<file path="src/rtl/i2c_master_read_byte.sv">
// I2C master byte receiver: drives 8 SCL pulses, samples SDA at mid-high, MSB first.
// Latency: finish pulses 32*QUARTER+1 cycles after go is sampled; load follows each sample by one cycle.
// Backpressure: none; once started the byte always completes, go is only looked at in IDLE.
module i2c_master_read_byte #(
    parameter int QUARTER = 5
) (
    input  logic clock,
    input  logic reset_n,
    input  logic go,
    output logic finish,
    output logic data,
    output logic load,
    output logic scl,
    input  logic sda
);

    localparam int CW = (QUARTER > 1) ? $clog2(2 * QUARTER) : 1;
    localparam logic [CW-1:0] Q_LAST = CW'(2 * QUARTER - 1);
    localparam logic [CW-1:0] Q_MID  = CW'(QUARTER - 1);
    localparam logic [CW-1:0] Q_ONE  = CW'(1);

    typedef enum logic [1:0] {
        IDLE = 2'd0,
        LOW  = 2'd1,
        HIGH = 2'd2,
        DONE = 2'd3
    } state_t;

    state_t        state, state_nxt;
    logic [2:0]    bit_cnt, bit_cnt_nxt;
    logic [CW-1:0] qcnt, qcnt_nxt;
    logic          scl_nxt, load_nxt, data_nxt, finish_nxt;

    always_ff @(posedge clock or negedge reset_n) begin
        if (!reset_n) begin
            state   <= IDLE;
            bit_cnt <= 3'd0;
            qcnt    <= '0;
            scl     <= 1'b0;
            load    <= 1'b0;
            data    <= 1'b0;
            finish  <= 1'b0;
        end else begin
            state   <= state_nxt;
            bit_cnt <= bit_cnt_nxt;
            qcnt    <= qcnt_nxt;
            scl     <= scl_nxt;
            load    <= load_nxt;
            data    <= data_nxt;
            finish  <= finish_nxt;
        end
    end

    // scl_nxt tracks the state being entered so the registered scl lines up with it.
    always_comb begin
        state_nxt   = state;
        bit_cnt_nxt = bit_cnt;
        qcnt_nxt    = qcnt;
        scl_nxt     = 1'b0;
        load_nxt    = 1'b0;
        data_nxt    = data;
        finish_nxt  = 1'b0;

        case (state)
            IDLE: begin
                if (go) begin
                    state_nxt   = LOW;
                    bit_cnt_nxt = 3'd0;
                    qcnt_nxt    = '0;
                end
            end

            LOW: begin
                if (qcnt == Q_LAST) begin
                    state_nxt = HIGH;
                    qcnt_nxt  = '0;
                    scl_nxt   = 1'b1;
                end else begin
                    qcnt_nxt  = qcnt + Q_ONE;
                end
            end

            HIGH: begin
                scl_nxt = 1'b1;
                if (qcnt == Q_MID) begin
                    load_nxt = 1'b1;
                    data_nxt = sda;
                end
                if (qcnt == Q_LAST) begin
                    qcnt_nxt = '0;
                    scl_nxt  = 1'b0;
                    if (bit_cnt == 3'd7) begin
                        state_nxt = DONE;
                    end else begin
                        bit_cnt_nxt = bit_cnt + 3'd1;
                        state_nxt   = LOW;
                    end
                end else begin
                    qcnt_nxt = qcnt + Q_ONE;
                end
            end

            DONE: begin
                finish_nxt = 1'b1;
                state_nxt  = IDLE;
            end

            default: begin
                state_nxt = IDLE;
            end
        endcase
    end

endmodule

</file>
<file path="config.mk">
export PLATFORM = sky130hd
export DESIGN_NAME = i2c_master_read_byte
export DESIGN_NICKNAME = d
export VERILOG_FILES = /design/src/rtl/i2c_master_read_byte.sv
export SDC_FILE = /design/constraint.sdc
export NUM_CORES = 1
export LEC_CHECK = 0
export ABC_AREA = 1
export BUFFER_PORTS_ARGS = -buffer_cell sky130_fd_sc_hd__buf_2
export CORE_MARGIN = 3
export CORE_UTILIZATION = 60
export DETAILED_ROUTE_END_ITERATION = 10
export GPL_ROUTABILITY_DRIVEN = 0
export PLACE_DENSITY = 0.81
export RECOVER_POWER = 50
export SLEW_MARGIN = 20
export SYNTH_ARGS = -nofsm -noshare
export SYNTH_HDL_FRONTEND = slang
export SYNTH_SLANG_ARGS = --single-unit
</file>
<file path="constraint.sdc">
create_clock -name clock -period 2.8 [get_ports clock]
set_input_delay 0.56 -clock clock [delete_from_list [all_inputs] [get_ports clock]]
set_output_delay 0.56 -clock clock [all_outputs]
set_load 0.01 [all_outputs]
</file>
==> results.md, run 1 <==
- In this run the critical register-to-register path is launched from state[0]$_DFFE_PN0P_.
- The share of synthesized cell area in full adder, half adder and majority cells is 15.4%.
- TritonCTS built the clock tree.
- When the netlist entered floorplanning its net count stood at 108.
- The initial antenna violation count came to 0.
- The XOR/XNOR share of the synthesized area is 1.08%.
- Once the clock tree was built, the resizer swapped 0 gates to a different size.
- Summing over every cut layer, the via total after detailed routing is 602.
- The combinational family with the most area after synthesis is simple AND/OR/NAND/NOR gates.
- CTS built an H-tree with a depth of 1.
- The area of the mapped netlist is 811 sq um.
- Dividing the detail-routed via count by the number of cells gives 5.10.
- The routed design uses 43 um of met3 wire.
- The overall die height is 42.8 um.
- Counting the fill cells in the layout gives 91.
- The total die area is 1830 sq um.
- The synthesized netlist devotes 4.48% of its cell area to compound gates.
- The count of final max-slew check failures is 0.
- Routed signal wires occupy layers up through met4.
- The longest clock path from root to sink contains 2 buffers.
- Relative to the synthesized area, the layout overhead comes to 7.25%.
- The fraction of final layout cells sized beyond drive strength 1 is 21.2%.
- The DRC violations left is 0.
- The post-synthesis sequential element count is 13.
- The cell area power density is 1040 nW/um^2.
- The clock period could shrink to 1.42 ns.
- The overall routed net length is 1350 um.
- Setup repair after global routing left no endpoint under its margin.
- The total of max-cap violations is 0.
- Synthesis produced a netlist whose cell count is 94.
- The via count of the first global-routing pass came to 602.
- The number of antenna diodes in the final layout is 0.
- The detailed-route wire length on metal 1 is 704 um.
- Summing the sequential cell areas from Yosys gives 40.1% of the chip area.
- The worst setup path is of the flip-flop to flip-flop kind.
- The global-route wire length before repair is 2500 um.
- Tracing the worst setup path back leads to its startpoint at state[0]$_DFFE_PN0P_.
- Clock-pin slew was measured on the worst setup and hold paths at 0.08 ns.
- Global routing finished with a remaining overflow of 0.
- The number of hold violations in the final report is 0.
- STA classifies the critical path endpoint as a flip-flop.
- Across the routed clock network, the largest skew measured is 0.000686 ns.
- Summed over all nets, wire length on met2 after detailed routing comes to 577 um.
- In the final design database the tool counted 119 nets.
- The total number of placement rows is 12.
- The worst register-to-register path has a depth of 7.
- In this run the horizontal extent of the chip is 42.8 um.
- In this run, CTS created clock tree buffers numbering 3.
- CTS saw 13 sinks.
- The pin count of the biggest net entering global routing is 14.
- The largest vdd supply drop is 581 uV.
- The core region is 1190 sq um.
- The first-pass iteration count of the detailed router is 4.
- The count of nets left with antenna violations once routing finished came out at 0.
- In this run the tool buffered the top-level ports with 7 buffer cells.
- The cell leakage power is 0.511 nW.
- The starting DRC count in detailed routing is 8.
- STA classifies the critical path startpoint as a flip-flop.
- The aggregate global-route resource usage is 17.8%.
- The setup-violating endpoint count in the final report is 0.
- The total chip power is 905 uW.
- The required time of the worst setup path is 2.97 ns.
- The flow ran to the end, and the final reports show no timing, DRC or antenna violations.
- The Yosys step of the flow raised 0 warnings.
- The buffer type at the clock tree root is sky130_fd_sc_hd__clkbuf_4.
- After detailed routing, the average wire length per cell comes to 11.4 um.
- Static timing analysis puts the maximum clock frequency at 0.702 GHz.
- The class of the tightest hold or removal check is input pin to asynchronous set/reset pin.
- Pin placement for this block handled 8 I/O pins.
- The library cell occupying the most area in the post-synthesis netlist is sky130_fd_sc_hd__dfrtp_1.
- Buffers added to address setup during post-CTS repair amount to 0.
- The portion of the clock cycle consumed by the worst path in the final layout is 50.9%.
- Of the total synthesized cell area, the portion taken by AND, OR, NAND and NOR gates is 29.6%.
- Multiplexer cells account for 0% of the synthesized area.
- After legalization and detailed placement, the total HPWL measured 1070 um.
- The clock latency of the later-clocked register in the worst-skew pair is 0.28 ns.
- Synthesis instantiated 19 different standard cells from the library.
- The reg2reg setup slack is 1.38 ns.
- In this run the worst path has a maximum fanout of 9.
- For this design, the CTS-stage hold fixing added 0 buffers.
- After synthesis, the cell types taking the most area are sky130_fd_sc_hd__dfrtp_1, sky130_fd_sc_hd__ha_1, sky130_fd_sc_hd__nand2_1.
- The share of synthesized area in the top cell type comes to 40.1%.
- The initial utilization of the core area, before any placement, comes to 68.4%.
- The post-synthesis average cell area is 8.63 sq um.
- The endpoint identified for the worst register-to-register timing path is bit_cnt[0]$_DFFE_PN0P_.
- For the pin with the worst max-slew slack, the measured transition is 0.680 ns.
- The total negative slack for setup checks is 0 ns.
- The worst slew slack as a fraction of its limit is 54.7%.
- STA puts the critical path data arrival time at 1.60 ns.
-- report_power, final --
group / internal, mW / leakage, nW / switching [mW]
sequential: 0.254 / 0.169 / 0.0722
clock: 0.0553 / 0.0150 / 0.0621
combinational: 0.176 / 0.326 / 0.286
-- placed cells by master (no fill, tap or decap) --
cell type	Yosys	routed
sky130_fd_sc_hd__nand2_1	28	29
sky130_fd_sc_hd__inv_1	13	13
sky130_fd_sc_hd__dfrtp_1	13	13
sky130_fd_sc_hd__ha_1	10	10
sky130_fd_sc_hd__nand4_1	6	6
sky130_fd_sc_hd__buf_2	0	6
sky130_fd_sc_hd__inv_2	4	4
sky130_fd_sc_hd__nand3_1	4	4
sky130_fd_sc_hd__nand2_2	3	3
sky130_fd_sc_hd__clkbuf_4	0	3
sky130_fd_sc_hd__o21ai_1	2	2
sky130_fd_sc_hd__nand3_2	2	2
sky130_fd_sc_hd__clkbuf_1	0	2
sky130_fd_sc_hd__nand3_4	1	1
sky130_fd_sc_hd__xor2_1	1	1
sky130_fd_sc_hd__o22ai_2	1	1
sky130_fd_sc_hd__nor2_1	1	1
sky130_fd_sc_hd__o21ai_2	1	1
sky130_fd_sc_hd__or2_2	1	1
sky130_fd_sc_hd__o21ai_0	1	1
-- through the flow --
stage / hold slack, ns / worst slack, ns / instances / utilization (%) / cell area [sq um]
after CTS: 0.157 / 1.31 / 118 / 74.1 / 878
after global placement: 0.458 / 1.37 / 114 / 71.8 / 852
final: 0.288 / 1.38 / 118 / 73.3 / 870
after detailed placement: 0.460 / 1.34 / 114 / 71.8 / 852
after global routing: 0.347 / 1.24 / 118 / 73.3 / 870
after floorplan: 0.264 / 1.52 / 94 / - / 811
-- state kept, by name (all words and copies together), names as in the netlist --
name and flops:
bit_cnt 3, qcnt 4, load 1, finish 1, state 2, data 1, scl 1
-- worst max-delay path by stage --
stage,end,slack (ns),cells after the start
final,bit_cnt[0]$_DFFE_PN0P_,1.38,7
after global routing,bit_cnt[0]$_DFFE_PN0P_,1.24,7
after CTS,bit_cnt[0]$_DFFE_PN0P_,1.31,7
after detailed placement,bit_cnt[2]$_DFFE_PN0P_,1.34,7
after global placement,bit_cnt[2]$_DFFE_PN0P_,1.37,7
after floorplan,state[0]$_DFFE_PN0P_,1.52,6
-- cell type report --
cell class	count	area, sq um	area share, %
sequential	13	325	37.4
multi-input combinational	63	403	46.3
clock buffer	4	26.3	3.02
inverter	17	63.8	7.34
tap	14	17.5	2.01
timing repair buffer	7	33.8	3.88
-- kinds of logic (layout without fill, tap and decap cells) --
family                   count (synthesis)  count (layout)
buffers and inverters                   18              28
flip-flops                              13              13
AO/OA/AOI/OAI                            5               5
AND/OR/NAND/NOR                         47              47
XOR/XNOR                                 1               1
adder cells (fa/ha/maj)                 10              10
-- synthesized netlist by cell type --
cell	count
sky130_fd_sc_hd__nand2_1	28
sky130_fd_sc_hd__dfrtp_1	13
sky130_fd_sc_hd__inv_1	13
sky130_fd_sc_hd__ha_1	10
sky130_fd_sc_hd__nand4_1	6
sky130_fd_sc_hd__inv_2	4
sky130_fd_sc_hd__nand3_1	4
sky130_fd_sc_hd__nand2_2	3
sky130_fd_sc_hd__nand3_2	2
sky130_fd_sc_hd__o21ai_1	2
sky130_fd_sc_hd__buf_6	1
sky130_fd_sc_hd__nand2_4	1
sky130_fd_sc_hd__nand3_4	1
sky130_fd_sc_hd__nor2_1	1
sky130_fd_sc_hd__o21ai_0	1
sky130_fd_sc_hd__o21ai_2	1
sky130_fd_sc_hd__o22ai_2	1
sky130_fd_sc_hd__or2_2	1
sky130_fd_sc_hd__xor2_1	1
-- per-layer routing --
layer,vias up,global-route usage (%)
met5,-,0
met4,0,9.32
met3,2,2.54
met2,9,26.3
met1,274,24.7
li1,317,-
-- critical path, stage by stage, from the launching register on --
cell and delay [ns]:
sky130_fd_sc_hd__dfrtp_1 0.42, sky130_fd_sc_hd__inv_1 0.12, sky130_fd_sc_hd__ha_1 0.34, sky130_fd_sc_hd__nand2_1 0.11, sky130_fd_sc_hd__nand2_2 0.11, sky130_fd_sc_hd__nand3_2 0.10, sky130_fd_sc_hd__nand2_1 0.07, sky130_fd_sc_hd__nand2_1 0.05
Power figures use the tool's default switching activity.
==> run 2, diff against run 1 <==
--- a/config.mk
+++ b/config.mk
@@ -8,10 +8,10 @@
 export ABC_AREA = 1
 export BUFFER_PORTS_ARGS = -buffer_cell sky130_fd_sc_hd__buf_2
 export CORE_MARGIN = 3
-export CORE_UTILIZATION = 60
+export CORE_UTILIZATION = 50
 export DETAILED_ROUTE_END_ITERATION = 10
 export GPL_ROUTABILITY_DRIVEN = 0
-export PLACE_DENSITY = 0.81
+export PLACE_DENSITY = 0.72
 export RECOVER_POWER = 50
 export SLEW_MARGIN = 20
 export SYNTH_ARGS = -nofsm -noshare
==> constraint.sdc (replaced) <==
create_clock -name clock -period 1.3 [get_ports clock]
set_input_delay 0.26 -clock clock [delete_from_list [all_inputs] [get_ports clock]]
set_output_delay 0.26 -clock clock [all_outputs]
set_load 0.01 [all_outputs]
==> run 2 against run 1 <==
- fmax increased by 12%
- sequential share of layout area decreased by 7.2 points
- clock skew increased by 0.0012 ns
- total power increased to 2.9 times the previous value
- hold slack got worse by 0.11 ns
- die area increased by 17%
- critical path type unchanged
- largest power group unchanged
==> results.md, run 2 (same netlist as run 1, synthesis figures left out) <==
- The top register by number of flip-flops is qcnt.
- Setup repair after global routing could not meet its margin everywhere.
- After detailed routing, the average wire length per cell comes to 12.8 um.
- The worst path setup slack after routing is 0.0264 ns.
- The starting DRC count in detailed routing is 25.
- Among all stages on the critical path, the largest delay is contributed by sky130_fd_sc_hd__dfrtp_1.
- The clock sink count is 13.
- For this run, the total global-route usage over all layers was measured as 17.3%.
- The final HPWL from detailed placement is 1110 um.
- After detailed routing, the number of remaining DRC violations is 0.
- The cell area power density is 2390 nW/um^2.
- Summing internal, switching and leakage power gives 2.59 mW.
- The worst register-to-register path has a depth of 8.
- The floorplan step defined a die boundary enclosing 2140 sq um.
- The reg2reg setup slack is 0.03 ns.
- Setup violations remaining at the end of the flow were counted as 0.
- The number of clock buffers inserted by TritonCTS is 3.
- The count of antenna-violating nets left after detailed routing is 0.
- The worst setup slack before clock tree synthesis is -0.0862 ns.
- In this run the critical register-to-register path is launched from bit_cnt[1]$_DFFE_PN0P_.
- Cells with a size suffix above 1 make up 41.6% of the layout.
- STA classifies the critical path endpoint as a flip-flop.
- STA classifies the critical path startpoint as a flip-flop.
- The critical path crosses 8 cells after its start point.
- The run finished with clean final reports.
- From synthesis to final layout, the design area changed by 33.6%.
- The CTS tree is yes.
- The level count of the clock H-tree is 1.
- The number of placed I/O pins is 8.
- The overall die height is 46.3 um.
- The worst-path maximum fanout is 4.
- Headroom to the max-slew limit came out at 54.0%.
- The worst hold slack is 0.182 ns.
- The arrival time at the worst endpoint is 1.45 ns.
- The largest vdd supply drop is 1510 uV.
- The library cell used most frequently in the layout, excluding fill and tap cells, is sky130_fd_sc_hd__nand2_1.
- The endpoint of the worst-slack reg-to-reg timing path is bit_cnt[1]$_DFFE_PN0P_.
- The via density per instance is 5.13.
- The total negative slack for setup checks is 0 ns.
- Row generation in the floorplan step produced 13 rows.
- The die is 46.3 um wide.
- In this design, the stage delay of the slowest critical-path cell is 0.40 ns.
- The vias after detailed routing is 657.
- The number of flip-flops under the largest register name is 4.
- The class of the tightest hold or removal check is input pin to flip-flop.
- The actual transition at the worst max-transition pin is 0.690 ns.
- The core area is 1420 sq um.
- The setup path with the least slack is of type flip-flop to flip-flop.
- The portion of the clock cycle consumed by the worst path in the final layout is 98.0%.
- The initial antenna violation count is 0.
- The root buffer cell chosen for the clock tree is sky130_fd_sc_hd__clkbuf_4.
- The most critical setup path has its startpoint at bit_cnt[1]$_DFFE_PN0P_.
- The longest clock path from root to sink contains 2 buffers.
- The pre-antenna-repair detailed-routing pass consisted of 4 iterations.
- The upper clock frequency limit is 0.785 GHz.
- The cell leakage power is 0.563 nW.
- The critical path goes through ha_2, ha_4, inv_2, nand2_2, nand2_4, nand3_4, nand2_1, nand2_1.
- The sum of overflow across all layers after global routing is 0.
- The first global-routing pass estimated 2620 um of wire.
- The largest registers in the layout are qcnt x4, bit_cnt x3, state x2.
- The total of max-cap violations is 0.
- The end of the critical path is bit_cnt[1]$_DFFE_PN0P_.
- The buffers plus inverters on the worst setup path is 1.
- The count of final max-slew check failures is 0.
- The initial standard-cell utilization of the core is 57.3%.
- The via count of the first global-routing pass is 634.
- Grouping stages by cell kind, the critical path spends the most delay in flip-flops.
- In the final design database the tool counted 128 nets.
- Leaving out fill and tap cells, the most frequent cells in the layout are sky130_fd_sc_hd__nand2_1, sky130_fd_sc_hd__dfrtp_1, sky130_fd_sc_hd__inv_1.
- The post-route minimum period is 1.27 ns.
- The clock latency of the later-clocked register in the worst-skew pair is 0.28 ns.
- The required time of the worst setup path is 1.47 ns.
- The number of hold violations in the final report came to 0.
- Entering global routing, the biggest net connects 14 pins.
- On the final layout, the worst clock skew is 0.00191 ns.
- The repair_antennas step left the layout with diodes totalling 0.
- After detailed routing, the total wire length is 1640 um.
- The most used cell along the critical path is sky130_fd_sc_hd__nand2_1.
- After clock tree synthesis, the clock-pin slew on the worst setup and hold paths is 0.08 ns.
- The number of I/O port buffers is 7.
## run 2: how the worst min path moves through the flow
stage	start	end	slack (ns)	depth (start not counted)
4_1_cts	sda	data$_DFFE_PN0P_	0.18	3
3_5_place_dp	reset_n	bit_cnt[0]$_DFFE_PN0P_	0.16	1
6_report	sda	data$_DFFE_PN0P_	0.18	3
2_1_floorplan	reset_n	bit_cnt[0]$_DFFE_PN0P_	-0.04	0
5_1_grt	sda	data$_DFFE_PN0P_	0.20	3
3_3_place_gp	reset_n	bit_cnt[0]$_DFFE_PN0P_	0.16	1
## run 2: repair_timing
| item | 4_1_cts | 5_1_grt |
|---|---|---|
| hold endpoints to repair | 13 | 0 |
| setup endpoints to repair | 9 | 10 |
| hold buffers | 1 | 0 |
| buffers inserted | 0 | 3 |
| gates resized for setup | 8 | 22 |
| pin swaps | 1 | 11 |
## run 2: where the power goes
part	internal (mW)	total, mW	switching (mW)
clock	0.119	0.254	0.135
combinational	0.737	1.64	0.906
sequential	0.552	0.695	0.143
total	1.41	2.59	1.18
## run 2: tightest hold or removal path, delay by kind of cell
family	cells	cell delay [ns]
buffers and inverters	1	0.07
and+or+nand+nor	2	0.09
## run 2: layer usage
metal	GRT usage, %	vias up	wire length, um
met4	6.82	0	28
met2	30.5	13	806
met1	20.9	303	758
met5	0	-	0
met3	2.34	5	50
li1	-	336	-
## run 2: area by class of cell
cell class,instances,area (sq um)
multi-input cells,63,537
fillers,102,332
flip-flops and latches,13,328
repair buffers,16,108
inverters,17,66.3
clock buffers,4,26.3
well taps,15,18.8
## run 2: per-stage QoR
step	util (%)	area [sq um]	std cells
3_3_place_gp	63.5	898	121
3_5_place_dp	63.5	898	121
2_1_floorplan	-	811	94
4_1_cts	68.9	975	126
5_1_grt	76.6	1080	128
6_report	76.6	1080	128
==> run 3, diff against run 2 <==
--- a/config.mk
+++ b/config.mk
@@ -8,10 +8,10 @@
 export ABC_AREA = 1
 export BUFFER_PORTS_ARGS = -buffer_cell sky130_fd_sc_hd__buf_2
 export CORE_MARGIN = 3
-export CORE_UTILIZATION = 50
+export CORE_UTILIZATION = 56
 export DETAILED_ROUTE_END_ITERATION = 10
 export GPL_ROUTABILITY_DRIVEN = 0
-export PLACE_DENSITY = 0.72
+export PLACE_DENSITY = 0.76
 export RECOVER_POWER = 50
 export SLEW_MARGIN = 20
 export SYNTH_ARGS = -nofsm -noshare
==> constraint.sdc (replaced) <==
create_clock -name clock -period 1.2 [get_ports clock]
set_input_delay 0.24 -clock clock [delete_from_list [all_inputs] [get_ports clock]]
set_output_delay 0.24 -clock clock [all_outputs]
set_load 0.01 [all_outputs]
==> run 3 against run 2 <==
- first-iteration DRC count shrank 48%
- clock power grew 13%
- fmax is essentially flat
- die area shrank 9.4%
- combinational power grew 17%
- sequential share of layout area shrank 0.80 points
- register-to-register slack lost 0.10 ns
- critical path depth is the same
- final area grew 2.3%
- non-clock buffer count grew 4
- the run now ends with setup timing left
- via count grew 5.9%
- flip-flop and latch count is the same
- highest routed layer unchanged
==> results.md, run 3 (same netlist as run 1, synthesis figures left out) <==
- The vias after detailed routing is 696.
- The floorplan has 13 rows.
- The final layout contains 132 nets.
- The final reports fail on setup timing.
- The post-placement cell area is 945 sq um.
- Based on the critical path, the design can be clocked at up to 0.785 GHz.
- The worst clock skew is 0.00254 ns.
- CTS built an H-tree with a depth of 1.
- In this run the worst hold path is classified as input pin to flip-flop.
- Of all nets on the critical path, the largest fanout is 4.
- The pre-antenna-repair detailed-routing pass consisted of 4 iterations.
- The total chip power is 2.93 mW.
- The overall die height is 44.1 um.
- The clock latency of the later-clocked register in the worst-skew pair is 0.29 ns.
- The largest registers in the layout are qcnt x4, bit_cnt x3, state x2.
- Global routing used 20.1% of the available tracks.
- The total of max-cap violations is 0.
- The post-route minimum period is 1.27 ns.
- Dividing the detail-routed wire length by the instance count gives 14.1 um.
- Setup violations remaining at the end of the flow were counted as 7.
- The number of hold violations in the final report was 0.
- Setup repair after global routing could not meet its margin everywhere.
- The number of placed I/O pins is 8.
- The type of destination of the critical path is a flip-flop.
- qcnt holds more flip-flops than any other register.
- The portion of the clock cycle consumed by the worst path in the final layout is 106%.
- For this design the ratio of total power to cell area is 2640 nW/um^2.
- Headroom to the max-slew limit came out at 52.3%.
- The die boundary width is 44.1 um.
- For this block, the initial DRC count from the detailed router was 13.
- In the routed layout, each cell is associated on average with a via count of 5.27.
- The clock input transition at the sequential cells of the worst setup and hold paths is 0.08 ns.
- For the worst setup path, the data arrival time is 1.46 ns.
- The via count of the first global-routing pass is 639.
- The required time of the worst setup path is 1.39 ns.
- The initial standard-cell utilization of the core is 60.8%.
- The final cell area excluding filler cells is 1110 sq um.
- Relative to the synthesized area, the layout overhead comes to 36.7%.
- TritonCTS created 3 clock buffers.
- The final HPWL from detailed placement is 1120 um.
- Across all register-to-register paths, the minimum setup slack is -0.07 ns.
- TritonCTS built the clock tree.
- The flow ran to the end, but the final reports show violations.
- STA classifies the critical path startpoint as a flip-flop.
- The worst hold slack is 0.145 ns.
- The total die area is 1940 sq um.
- The core area is 1330 sq um.
- The largest vdd supply drop is 1860 uV.
- In the routed design, unresolved DRC markers number 0.
- In the layout the commonest cells are sky130_fd_sc_hd__nand2_1, sky130_fd_sc_hd__dfrtp_1, sky130_fd_sc_hd__buf_4.
- The count of final max-slew check failures is 0.
- The clock sink count is 13.
- The fraction of final layout cells sized beyond drive strength 1 is 45.3%.
- Global routing finished with a remaining overflow of 0.
- The maximum buffer depth of the clock tree is 2.
- The library cell used most frequently in the layout, excluding fill and tap cells, is sky130_fd_sc_hd__nand2_1.
- The analysis attributes to cell leakage a power of 0.586 nW.
- The tree is rooted in a sky130_fd_sc_hd__clkbuf_4.
- The initial antenna violation count is 0.
- The register with the most flip-flops in the layout has 4 of them.
- The pin count of the biggest net entering global routing is 14.
- The actual transition at the worst max-transition pin is 0.716 ns.
- The worst path setup slack after routing is -0.0737 ns.
- Cells fill 83.1% of the core in the end.
- The count of buffers added on input and output ports is 7.
- The start-to-end type of the worst setup path is flip-flop to flip-flop.
- Adding up every negative setup slack in the final design gives -0.317 ns.
- The overall routed net length is 1860 um.
- The first global-routing pass estimated 2730 um of wire.
- The number of antenna diodes is 0.
- Once detail routing completed, the nets flagged for antenna violations numbered 0.
## run 3: cell type report
cell class	instances	area [sq um]
clock buffer	4	26.3
multi-input combinational	63	531
tap	15	18.8
timing repair buffer	20	138
sequential	13	327
inverter	17	68.8
fill	72	225
## run 3: worst paths after layout
check | startpoint | end | cells past startpoint
setup / recovery | bit_cnt[0]$_DFFE_PN0P_ | bit_cnt[2]$_DFFE_PN0P_ | 8
hold / removal | sda | data$_DFFE_PN0P_ | 3
setup reg to reg | bit_cnt[0]$_DFFE_PN0P_ | bit_cnt[2]$_DFFE_PN0P_ | 8
hold reg to reg | data$_DFFE_PN0P_ | data$_DFFE_PN0P_ | 2
max in group asynchronous | reset_n | state[1]$_DFFE_PN0P_ | 2
min in group asynchronous | reset_n | bit_cnt[2]$_DFFE_PN0P_ | 2
## run 3: where the power goes
part	leakage, nW	internal [mW]	switching, mW	total [mW]
registers	0.168	0.594	0.131	0.725
clock network	0.0150	0.129	0.159	0.288
logic	0.404	0.848	1.07	1.92
## run 3: critical path, stage by stage (launching register included)
cell and delay [ns]:
sky130_fd_sc_hd__dfrtp_1 0.40, sky130_fd_sc_hd__ha_2 0.20, sky130_fd_sc_hd__ha_4 0.17, sky130_fd_sc_hd__inv_2 0.05
sky130_fd_sc_hd__nand2_2 0.05, sky130_fd_sc_hd__nand2_4 0.08, sky130_fd_sc_hd__nand3_4 0.09, sky130_fd_sc_hd__nand2_2 0.08
sky130_fd_sc_hd__nand2_1 0.04
## run 3: stage by stage
step | std cells | setup slack [ns]
4_1_cts | 129 | -0.0590
3_3_place_gp | 123 | -0.0942
3_5_place_dp | 123 | -0.106
5_1_grt | 132 | -0.123
6_report | 132 | -0.0737
2_1_floorplan | 94 | -0.0118
## run 3: metal layers
layer	track usage (%)	vias to the layer above	part of all wire, %
li1	-	343	-
met1	24.2	317	43
met2	32.0	29	48
met3	3.66	7	5.3
met4	14.5	0	3.3
met5	0	-	0
## run 3: timing repair
action	4_1_cts	5_1_grt
buffers inserted	1	3
endpoints found under the hold margin	13	0
pin swaps	7	11
endpoints found under the setup margin	8	10
hold buffers	1	0
resized for setup	11	13
